### src/rtl/execute_muldiv_if.sv
// execute_muldiv_if: bundle between the execute stage and the iterative
// multiply/divide unit.
//
// Handshake: start is a level "valid" held by the pipeline until done; done
// is a one-cycle completion pulse that also acts as "ready" -- the
// operation is consumed in the cycle done is high, and stall_req is low in
// that same cycle so the pipeline advances with result. flush withdraws the
// request at any time.
//
// Signals:
//   start, op, opr1, opr2, flush   pipeline -> unit
//   stall_req, busy, done, result  unit -> pipeline
//   dbg_state                      unit -> observers (FSM state)
interface execute_muldiv_if #(
  parameter int XLEN = 32
);
  logic            start;
  logic [2:0]      op;
  logic [XLEN-1:0] opr1;
  logic [XLEN-1:0] opr2;
  logic            flush;
  logic            stall_req;
  logic            busy;
  logic            done;
  logic [XLEN-1:0] result;
  logic [1:0]      dbg_state;

  modport master (
    output start, op, opr1, opr2, flush,
    input  stall_req, busy, done, result, dbg_state
  );

  modport slave (
    input  start, op, opr1, opr2, flush,
    output stall_req, busy, done, result, dbg_state
  );
endinterface

### src/rtl/execute_muldiv.sv
// execute_muldiv: iterative RV32M/RV64M multiply/divide unit for the execute
// stage. Multiplies by unsigned shift-add and divides by restoring division,
// both on operand magnitudes, retiring UNROLL bits per RUN cycle; a FIX cycle
// applies the result sign and selects high/low half or quotient/remainder.
// Divide-by-zero and signed overflow bypass RUN/FIX and finish in one cycle.
//
// Parameters: XLEN (32 or 64), UNROLL (1, 2 or 4, dividing XLEN).
// Ports:
//   clk        rising-edge clock
//   rst        asynchronous active-low reset
//   m (slave)  start/op/opr1/opr2/flush in; stall_req (comb), busy, done,
//              result (registered) out; dbg_state exposes the FSM state.
module execute_muldiv #(
  parameter int XLEN   = 32,
  parameter int UNROLL = 1
) (
  input  logic                   clk,
  input  logic                   rst,
  execute_muldiv_if.slave        m
);

  localparam int N  = XLEN / UNROLL;
  localparam int CW = $clog2(N + 1);

  typedef enum logic [1:0] {
    S_IDLE = 2'd0,
    S_RUN  = 2'd1,
    S_FIX  = 2'd2,
    S_DONE = 2'd3
  } state_t;

  state_t              state_q, state_d;
  logic [CW-1:0]       cnt_q, cnt_d;
  logic [2:0]          op_q, op_d;
  logic [XLEN-1:0]     a_q, a_d;        // multiplicand magnitude
  logic [XLEN-1:0]     b_q, b_d;        // divisor magnitude
  logic                neg_q, neg_d;    // negate final result in FIX
  logic [2*XLEN-1:0]   acc_q, acc_d;    // {hi, lo} product or {rem, quo}
  logic [XLEN-1:0]     result_q, result_d;
  logic                busy_q, busy_d;
  logic                done_q, done_d;

  // ---------------------------------------------------------------------
  // Accept-time decode of the incoming operation
  // ---------------------------------------------------------------------
  logic            is_div;
  logic            sgn1, sgn2;
  logic            neg1, neg2;
  logic [XLEN-1:0] mag1, mag2;
  logic            res_neg;
  logic            div_zero, div_ovf, special;
  logic [XLEN-1:0] special_res;
  logic [XLEN-1:0] most_neg;

  always_comb begin
    most_neg = {1'b1, {(XLEN-1){1'b0}}};
    is_div   = m.op[2];
    // opr1 is signed for MULH, MULHSU, DIV, REM; opr2 for MULH, DIV, REM.
    sgn1 = (m.op == 3'b001) || (m.op == 3'b010) ||
           (m.op == 3'b100) || (m.op == 3'b110);
    sgn2 = (m.op == 3'b001) || (m.op == 3'b100) || (m.op == 3'b110);
    neg1 = sgn1 && m.opr1[XLEN-1];
    neg2 = sgn2 && m.opr2[XLEN-1];
    mag1 = neg1 ? (~m.opr1 + 1'b1) : m.opr1;
    mag2 = neg2 ? (~m.opr2 + 1'b1) : m.opr2;
    // Remainder takes the dividend's sign; everything else the XOR.
    res_neg = (is_div && m.op[1]) ? neg1 : (neg1 ^ neg2);

    div_zero = is_div && (m.opr2 == '0);
    div_ovf  = is_div && !m.op[0] && (m.opr1 == most_neg) && (m.opr2 == '1);
    special  = div_zero || div_ovf;

    if (div_zero) special_res = m.op[1] ? m.opr1 : '1;
    else          special_res = m.op[1] ? '0     : m.opr1;
  end

  // ---------------------------------------------------------------------
  // One RUN cycle of the iterative core: UNROLL steps on acc_q
  // ---------------------------------------------------------------------
  logic [2*XLEN-1:0] step_acc;
  logic [XLEN:0]     sum;
  logic [XLEN:0]     trial;

  always_comb begin
    step_acc = acc_q;
    sum      = '0;
    trial    = '0;
    for (int i = 0; i < UNROLL; i++) begin
      if (op_q[2]) begin
        // Restoring division: shift {rem, quo} left one bit and try to
        // subtract the divisor from the remainder.
        trial = step_acc[2*XLEN-1:XLEN-1] - {1'b0, b_q};
        if (!trial[XLEN])
          step_acc = {trial[XLEN-1:0], step_acc[XLEN-2:0], 1'b1};
        else
          step_acc = {step_acc[2*XLEN-2:0], 1'b0};
      end else begin
        // Shift-add: the multiplier sits in the low half and is consumed
        // from bit 0; the carry of the add shifts into the high half.
        sum = {1'b0, step_acc[2*XLEN-1:XLEN]} +
              (step_acc[0] ? {1'b0, a_q} : '0);
        step_acc = {sum, step_acc[XLEN-1:1]};
      end
    end
  end

  // FIX-cycle result: sign correction and half / quotient-remainder select.
  logic [2*XLEN-1:0] prod_fix;
  logic [XLEN-1:0]   div_sel;
  logic [XLEN-1:0]   fix_res;

  always_comb begin
    prod_fix = neg_q ? (~acc_q + 1'b1) : acc_q;
    div_sel  = op_q[1] ? acc_q[2*XLEN-1:XLEN] : acc_q[XLEN-1:0];
    if (op_q[2])
      fix_res = neg_q ? (~div_sel + 1'b1) : div_sel;
    else if (op_q[1:0] == 2'b00)
      fix_res = prod_fix[XLEN-1:0];
    else
      fix_res = prod_fix[2*XLEN-1:XLEN];
  end

  // ---------------------------------------------------------------------
  // FSM: state register
  // ---------------------------------------------------------------------
  always_ff @(posedge clk or negedge rst) begin
    if (!rst) state_q <= S_IDLE;
    else      state_q <= state_d;
  end

  // FSM: next state
  always_comb begin
    state_d = state_q;
    if (m.flush) begin
      state_d = S_IDLE;
    end else begin
      case (state_q)
        S_IDLE: if (m.start) state_d = special ? S_DONE : S_RUN;
        S_RUN:  if (cnt_q == CW'(1)) state_d = S_FIX;
        S_FIX:  state_d = S_DONE;
        S_DONE: state_d = S_IDLE;
        default: state_d = S_IDLE;
      endcase
    end
  end

  // FSM: outputs and datapath updates
  always_comb begin
    cnt_d    = cnt_q;
    op_d     = op_q;
    a_d      = a_q;
    b_d      = b_q;
    neg_d    = neg_q;
    acc_d    = acc_q;
    result_d = result_q;
    busy_d   = (state_d == S_RUN) || (state_d == S_FIX);
    done_d   = (state_d == S_DONE);

    if (m.flush) begin
      cnt_d = '0;
    end else begin
      case (state_q)
        S_IDLE: begin
          if (m.start) begin
            op_d  = m.op;
            a_d   = mag1;
            b_d   = mag2;
            neg_d = res_neg;
            // Multiplier or dividend starts in the low half.
            acc_d = {{XLEN{1'b0}}, is_div ? mag1 : mag2};
            if (special) begin
              cnt_d    = '0;
              result_d = special_res;
            end else begin
              cnt_d = CW'(N);
            end
          end
        end
        S_RUN: begin
          acc_d = step_acc;
          cnt_d = cnt_q - CW'(1);
        end
        S_FIX: begin
          result_d = fix_res;
        end
        default: ;
      endcase
    end
  end

  always_ff @(posedge clk or negedge rst) begin
    if (!rst) begin
      cnt_q    <= '0;
      op_q     <= '0;
      a_q      <= '0;
      b_q      <= '0;
      neg_q    <= 1'b0;
      acc_q    <= '0;
      result_q <= '0;
      busy_q   <= 1'b0;
      done_q   <= 1'b0;
    end else begin
      cnt_q    <= cnt_d;
      op_q     <= op_d;
      a_q      <= a_d;
      b_q      <= b_d;
      neg_q    <= neg_d;
      acc_q    <= acc_d;
      result_q <= result_d;
      busy_q   <= busy_d;
      done_q   <= done_d;
    end
  end

  // The request drops in the DONE cycle so the pipeline takes result.
  assign m.stall_req = m.start & ~done_q & ~m.flush;
  assign m.busy      = busy_q;
  assign m.done      = done_q;
  assign m.result    = result_q;
  assign m.dbg_state = state_q;

endmodule

### src/flat_wrapper.sv
// flat-port wrapper written by rule: the top's interface ports become plain ports
module execute_muldiv_flat 
#(
  parameter int XLEN   = 32,
  parameter int UNROLL = 1
)
  (clk, rst, m_start, m_op, m_opr1, m_opr2, m_flush, m_stall_req, m_busy, m_done, m_result, m_dbg_state);
  execute_muldiv_if #(.XLEN(XLEN)) m_i ();
  input  logic clk;
  input  logic rst;
  input wire logic [$bits(m_i.start)-1:0] m_start;
  input wire logic [$bits(m_i.op)-1:0] m_op;
  input wire logic [$bits(m_i.opr1)-1:0] m_opr1;
  input wire logic [$bits(m_i.opr2)-1:0] m_opr2;
  input wire logic [$bits(m_i.flush)-1:0] m_flush;
  output wire logic [$bits(m_i.stall_req)-1:0] m_stall_req;
  output wire logic [$bits(m_i.busy)-1:0] m_busy;
  output wire logic [$bits(m_i.done)-1:0] m_done;
  output wire logic [$bits(m_i.result)-1:0] m_result;
  output wire logic [$bits(m_i.dbg_state)-1:0] m_dbg_state;
  assign m_i.start = m_start;
  assign m_i.op = m_op;
  assign m_i.opr1 = m_opr1;
  assign m_i.opr2 = m_opr2;
  assign m_i.flush = m_flush;
  assign m_stall_req = m_i.stall_req;
  assign m_busy = m_i.busy;
  assign m_done = m_i.done;
  assign m_result = m_i.result;
  assign m_dbg_state = m_i.dbg_state;
  execute_muldiv #(.XLEN(XLEN), .UNROLL(UNROLL)) u_core (.clk(clk), .rst(rst), .m(m_i));
endmodule
### config.mk
export PLATFORM = sky130hd
export DESIGN_NAME = execute_muldiv_flat
export DESIGN_NICKNAME = d
export VERILOG_FILES = /design/src/rtl/execute_muldiv_if.sv /design/src/rtl/execute_muldiv.sv /design/src/flat_wrapper.sv
export SDC_FILE = /design/constraint.sdc
export NUM_CORES = 1
export LEC_CHECK = 0
export CORE_AREA = 3 3 189 191
export CTS_CLUSTER_SIZE = 25
export DETAILED_ROUTE_END_ITERATION = 16
export DIE_AREA = 0 0 192 194
export PLACE_DENSITY = 0.68
export SLEW_MARGIN = 10
export SYNTH_ARGS = -nofsm -noshare
export SYNTH_HDL_FRONTEND = slang
export SYNTH_SLANG_ARGS = --single-unit
### constraint.sdc
create_clock -name clk -period 5.9 [get_ports clk]
set_input_delay 0.885 -clock clk [delete_from_list [all_inputs] [get_ports clk]]
set_output_delay 0.885 -clock clk [all_outputs]
set_load 0.05 [all_outputs]
# Yosys cells after proc, flatten, opt, wreduce, memory -nomap -nowiden
# Cells that the tools add are included.
# word_totals
regBits	174
inputBits	71
out_inout_bits	37
word_cells	96
# classes
add_sub_neg	7
eq_ne	16
muxes	29
bitwise_logic	9
reduce_logical	25
# op_table
cell	n
$mux W32	13
$mux W64	4
$pmux W64 S2	1
$add A32 B1 Y32 const B	3
$not A32 Y32	3
$add A64 B1 Y64 const B	1
$eq A32 B32 Y1 const B	2
$not A64 Y64	1
$pmux W32 S2	1
$add A32 B33 Y33	1
$sub A33 B32 Y33	1
$logic_not A32 Y1	1
$mux W6	3
$pmux W6 S2	1
$eq A2 B2 Y1 const B	4
$mux W2	4
$pmux W2 S4	1
$logic_and A1 B1 Y1	7
$logic_or A1 B1 Y1	7
$eq A3 B3 Y1 const B	2
$eq A6 B1 Y1 const B	1
$reduce_and A3 Y1	2
$sub A6 B1 Y6 const B	1
$eq A2 B1 Y1 const B	2
15 further kinds	19

# Logic depth before layout (Yosys ltp)
# logic_depth
ltp_word	11
ltp_mapped	16
depth_no_buf	13

# Least setup slack after synthesis
# OpenSTA, ideal clock, no wires.
# synth_path
path_type	register -> register
startpoint	reg u_core.op_q[1]
endpoint	reg u_core.result_q[28], in the netlist u_core.m.result[28]
setup_ns	0.104
t_arrival_ns	4.094
required_time_ns	5.796
path_slack_ns	1.702
path_stages_with_launch	16
path_buffers	6
period_less_slack_ns	4.198
path_cell_list	dfrtp_1 > clkbuf_1 > buf_2 > clkbuf_1 > buf_2 > buf_2 > buf_1 > mux2i_1 > ha_1 > o221ai_1 > nor3_1 > a41oi_1 > a21oi_1 > xor2_1 > o22ai_1 > a221oi_1
# synth_between
elab_chain_cells	6
elab_cells_between_ends	8
classes_between	add/sub (1); mux (5); bitwise (1); reduce/logical (1)
# synth_lines
element	line	rtl
start: declaration	execute_muldiv.sv:34	logic [2:0] op_q, op_d;
start signal: assignment	execute_muldiv.sv:204	op_q <= op_d;
$mux W32	execute_muldiv.sv:114	div_sel = op_q[1] ? acc_q[2*XLEN-1:XLEN] : acc_q[XLEN-1:0];
$not A32 Y32	execute_muldiv.sv:116	fix_res = neg_q ? (~div_sel + 1'b1) : div_sel;
$add A32 B1 Y32	execute_muldiv.sv:116	
$mux W32	execute_muldiv.sv:116	
$mux W32 (*)	execute_muldiv.sv:115	if (op_q[2])
$pmux W32 S2 (*)	execute_muldiv.sv:162	case (state_q)
end signal: assignment	execute_muldiv.sv:209	result_q <= result_d;
end: declaration	execute_muldiv.sv:39	logic [XLEN-1:0] result_q, result_d;
# Mark *: on every way between the ends. The rest lies on a longest branch, timed or not.
# A chain may end at the register's enable or synchronous reset.

# Final worst setup path
# layout_path
startpoint	reg u_core.acc_q[32]
endpoint	reg u_core.acc_q[53]
# layout_between
elab_chain_cells	4
elab_cells_between_ends	5
classes_between	add/sub (2); mux (3)
# layout_lines
element	line	rtl
start: declaration	execute_muldiv.sv:38	logic [2*XLEN-1:0] acc_q, acc_d;
start signal: assignment	execute_muldiv.sv:198	acc_q <= '0;
start signal: assignment	execute_muldiv.sv:208	acc_q <= acc_d;
$sub A33 B32 Y33	execute_muldiv.sv:92	trial = step_acc[2*XLEN-1:XLEN-1] - {1'b0, b_q};
$mux W64	execute_muldiv.sv:93	if (!trial[XLEN])
$mux W64 (*)	execute_muldiv.sv:89	if (op_q[2]) begin
$pmux W64 S2 (*)	execute_muldiv.sv:162	
# Marks and branches as above.

==> results.sh <==
export IMPL_status="completed"
export IMPL_ys_seq_area_frac=0.257
export IMPL_powerDensity_nw_per_um2=432
export IMPL_max_slew_margin_rel=0.241
export IMPL_clk_latency_ns=0.46
export IMPL_min_path_type="in2async"
export IMPL_fin_crit_sh=0.782
export IMPL_htree_levels=4
export IMPL_placed_cell_area_um2=18200
export IMPL_yosys_warnings=0
export IMPL_start_util=0.495
export IMPL_post_route_cell_area_um2=18900
export IMPL_tns_ns=0
export IMPL_clock_root_buffer="clkbuf_16"
export IMPL_setup_viol=0
export IMPL_wl_per_cell_um=24.2
export IMPL_cap_viol_max_count=0
export IMPL_die_h_um=194
export IMPL_hold_viol_final=0
export IMPL_cts_inserted_buffers=17
export IMPL_multi_input_area_um2=11700
export IMPL_synth_top_cell_area_share=0.257
export IMPL_portBuffers=107
export IMPL_grt_antenna_before_repair=0
export IMPL_dpl_hpwl_mm=49.1
export IMPL_synthToLayoutAreaGrowth_pct=11.4
export IMPL_avgSynthCellArea_um2=7.68
export IMPL_synthFlopType="dfrtp_1"
export IMPL_synth_edf_count=0
export IMPL_drive_above_1_share=0.0523
export IMPL_seq_area_um2=4360
export IMPL_grt_ovfl_total=0
export IMPL_ys_types=86
export IMPL_cp_arrival_ns=4.98
export IMPL_cts_clk_slew_worst_paths_ns=0.08
export IMPL_timing_rr_end="u_core.acc_q[53]$_DFFE_PN0P_"
export IMPL_place_congestion=1.00
export IMPL_cts_setup_buffers=0
export IMPL_crit_required_ns=6.27
export IMPL_slew_violations=0
export IMPL_ys_ff_latch=174
export IMPL_synthTopCellsByCount="nand2_1 (253), o21ai_0 (235), dfrtp_1 (174)"
export IMPL_synth_area_um2=17000
export IMPL_grt_pass1_wl_mm=98.3
export IMPL_critical_path_max_fanout=18
export IMPL_fin_nets=2349
export IMPL_nFillCells=3294
export IMPL_leakagePower_nw=7.78
export IMPL_r2r_start="u_core.acc_q[32]$_DFFE_PN0P_"
export IMPL_cts_buffer_depth=2
export IMPL_die_width_um=192
export IMPL_worstMarginPinSlew_ns=1.14
export IMPL_cts_tree="yes"
export IMPL_grt_max_degree=106
export IMPL_r2r_setup_slack_ns=1.29
export IMPL_post_cts_resized=0
export IMPL_viasPerCell=6.52
export IMPL_dr_pass1_iters=8
export IMPL_async_flop_share=1.00
export IMPL_synth_most_common_cell="nand2_1"
export IMPL_rows=68
export IMPL_fmax_ghz=0.217
export IMPL_layout_min_cycle_time_ns=4.61
export IMPL_drc=0
export IMPL_core_um2=34300
export IMPL_fin_skew_ns=0.0149
export IMPL_clock_sinks=174
export IMPL_synthesis_nets=2354
export IMPL_wl_mm=64.8
export IMPL_r2r_cells=11
export IMPL_first_iter_violations=1816
export IMPL_grt_pass1_vias=16600
export IMPL_start_kind="register"
export IMPL_synthTopCellsByArea="dfrtp_1 (26%), o21ai_0 (6.9%), mux2i_1 (6.0%)"
export IMPL_endpoint_kind="register"
export IMPL_ant_nets=0
export IMPL_grtUsageTotal=0.343
export IMPL_cts_hold_buf=0
export IMPL_synth_cells=2209
export IMPL_pin_count=108
export IMPL_synth_top_area_cell="dfrtp_1"
export IMPL_path_class="reg2reg"
export IMPL_antenna_cells=0
export IMPL_rsz0062_at_grt="no"
export IMPL_vdd_drop_max_v=0.000239
export IMPL_dieArea_um2=37200
export IMPL_total_power_mw=8.16
export IMPL_vias=17400
-- kinds of logic after synthesis --
family | after synthesis | synth area share
AOI/OAI and AO/OA | 701 | 0.257
xor gates and xnor gates | 192 | 0.0991
adders and majority gates | 95 | 0.0679
buffers and inverters | 232 | 0.0541
DFF | 174 | 0.257
muxes | 106 | 0.0628
and+or+nand+nor | 709 | 0.203
-- stage by stage --
stage | instances | util | setup slack, ns | hold WS, ns
after floorplan | 2209 | - | 1.70 | 0.438
after global placement | 2640 | 0.531 | 1.29 | 0.457
after detailed placement | 2640 | 0.531 | 1.22 | 0.460
after CTS | 2671 | 0.551 | 1.31 | 0.478
after global routing | 2671 | 0.551 | 0.938 | 0.492
final | 2671 | 0.551 | 1.29 | 0.436
-- placed cells by master (no fill, tap or decap), types with 12 or more instances in the layout --
cell / instances
o41ai_1: 12
o21ai_0: 235
nand3_1: 33
o211ai_1: 21
or3_1: 30
a211oi_1: 26
nor4_1: 19
mux2i_1: 102
nand2_1: 253
a21o_1: 28
nand4_1: 24
clkbuf_16: 17
o31ai_1: 35
dfrtp_1: 171
nor2_1: 158
o21a_1: 13
o21ai_1: 17
o22ai_1: 12
and2_1: 44
inv_1: 69
a31oi_1: 23
xor2_1: 96
clkdlybuf4s50_1: 105
buf_4: 31
xnor2_1: 96
or2_2: 13
maj3_1: 21
a21oi_1: 165
a22oi_1: 18
o221ai_1: 14
nor3_1: 48
ha_1: 72
nor2b_1: 19
-- routing by layer --
metal,share of wire,global-route usage,vias to the layer above
li1,-,-,7964
met1,0.42,0.472,8290
met2,0.44,0.524,949
met3,0.085,0.0542,200
met4,0.055,0.165,0
met5,0,0,-
-- worst max path at each step --
stage	end	from	slack [ns]
finish	u_core.acc_q[53]$_DFFE_PN0P_	u_core.acc_q[32]$_DFFE_PN0P_	1.29
global route	u_core.acc_q[58]$_DFFE_PN0P_	u_core.acc_q[32]$_DFFE_PN0P_	0.94
CTS	u_core.acc_q[53]$_DFFE_PN0P_	u_core.acc_q[32]$_DFFE_PN0P_	1.31
detailed placement	u_core.m.result[21]$_DFFE_PN0P_	m_opr1[20]	1.22
global placement	u_core.m.result[15]$_DFFE_PN0P_	m_opr1[20]	1.29
floorplan	u_core.m.result[28]$_DFFE_PN0P_	u_core.op_q[1]$_DFFE_PN0P_	1.70
-- worst max-delay path, cell delays in order (launching register included) --
cell       delay [ns]
dfrtp_1          0.63
inv_1            0.13
fa_1             0.44
and2b_1          0.25
o2111ai_1        0.13
a21bo_2          0.25
a2111o_1         0.50
a211oi_1         0.46
nor3_2           0.20
nor2_2           0.89
nand2_1          0.37
o211ai_1         0.27
-- cell type report --
| class | count | share of cell area |
|---|---|---|
| Clock buffer | 22 | 0.0251 |
| Clock inverter | 9 | 0.0109 |
| Inverter | 70 | 0.0139 |
| Multi-Input combinational cell | 1803 | 0.620 |
| Sequential cell | 174 | 0.231 |
| Tap cell | 455 | 0.0301 |
| Timing Repair Buffer | 138 | 0.0689 |
-- report_power, final --
part / total (mW) / internal (mW) / leakage (nW) / switching, mW
sequential: 2.13 / 1.50 / 2.22 / 0.637
combinational: 4.65 / 1.81 / 5.23 / 2.85
clock: 1.37 / 0.831 / 0.331 / 0.539
total: 8.16 / 4.13 / 7.78 / 4.02
-- flip-flops by register name, indices dropped and copies added, names as in the netlist --
register,flops
u_core.op_q,3
u_core.cnt_q,6
u_core.m.done,1
u_core.a_q,32
u_core.neg_q,1
u_core.m.busy,1
u_core.m.result,32
u_core.m.dbg_state,2
u_core.b_q,32
u_core.acc_q,64
(Power assumes the default switching activity.)
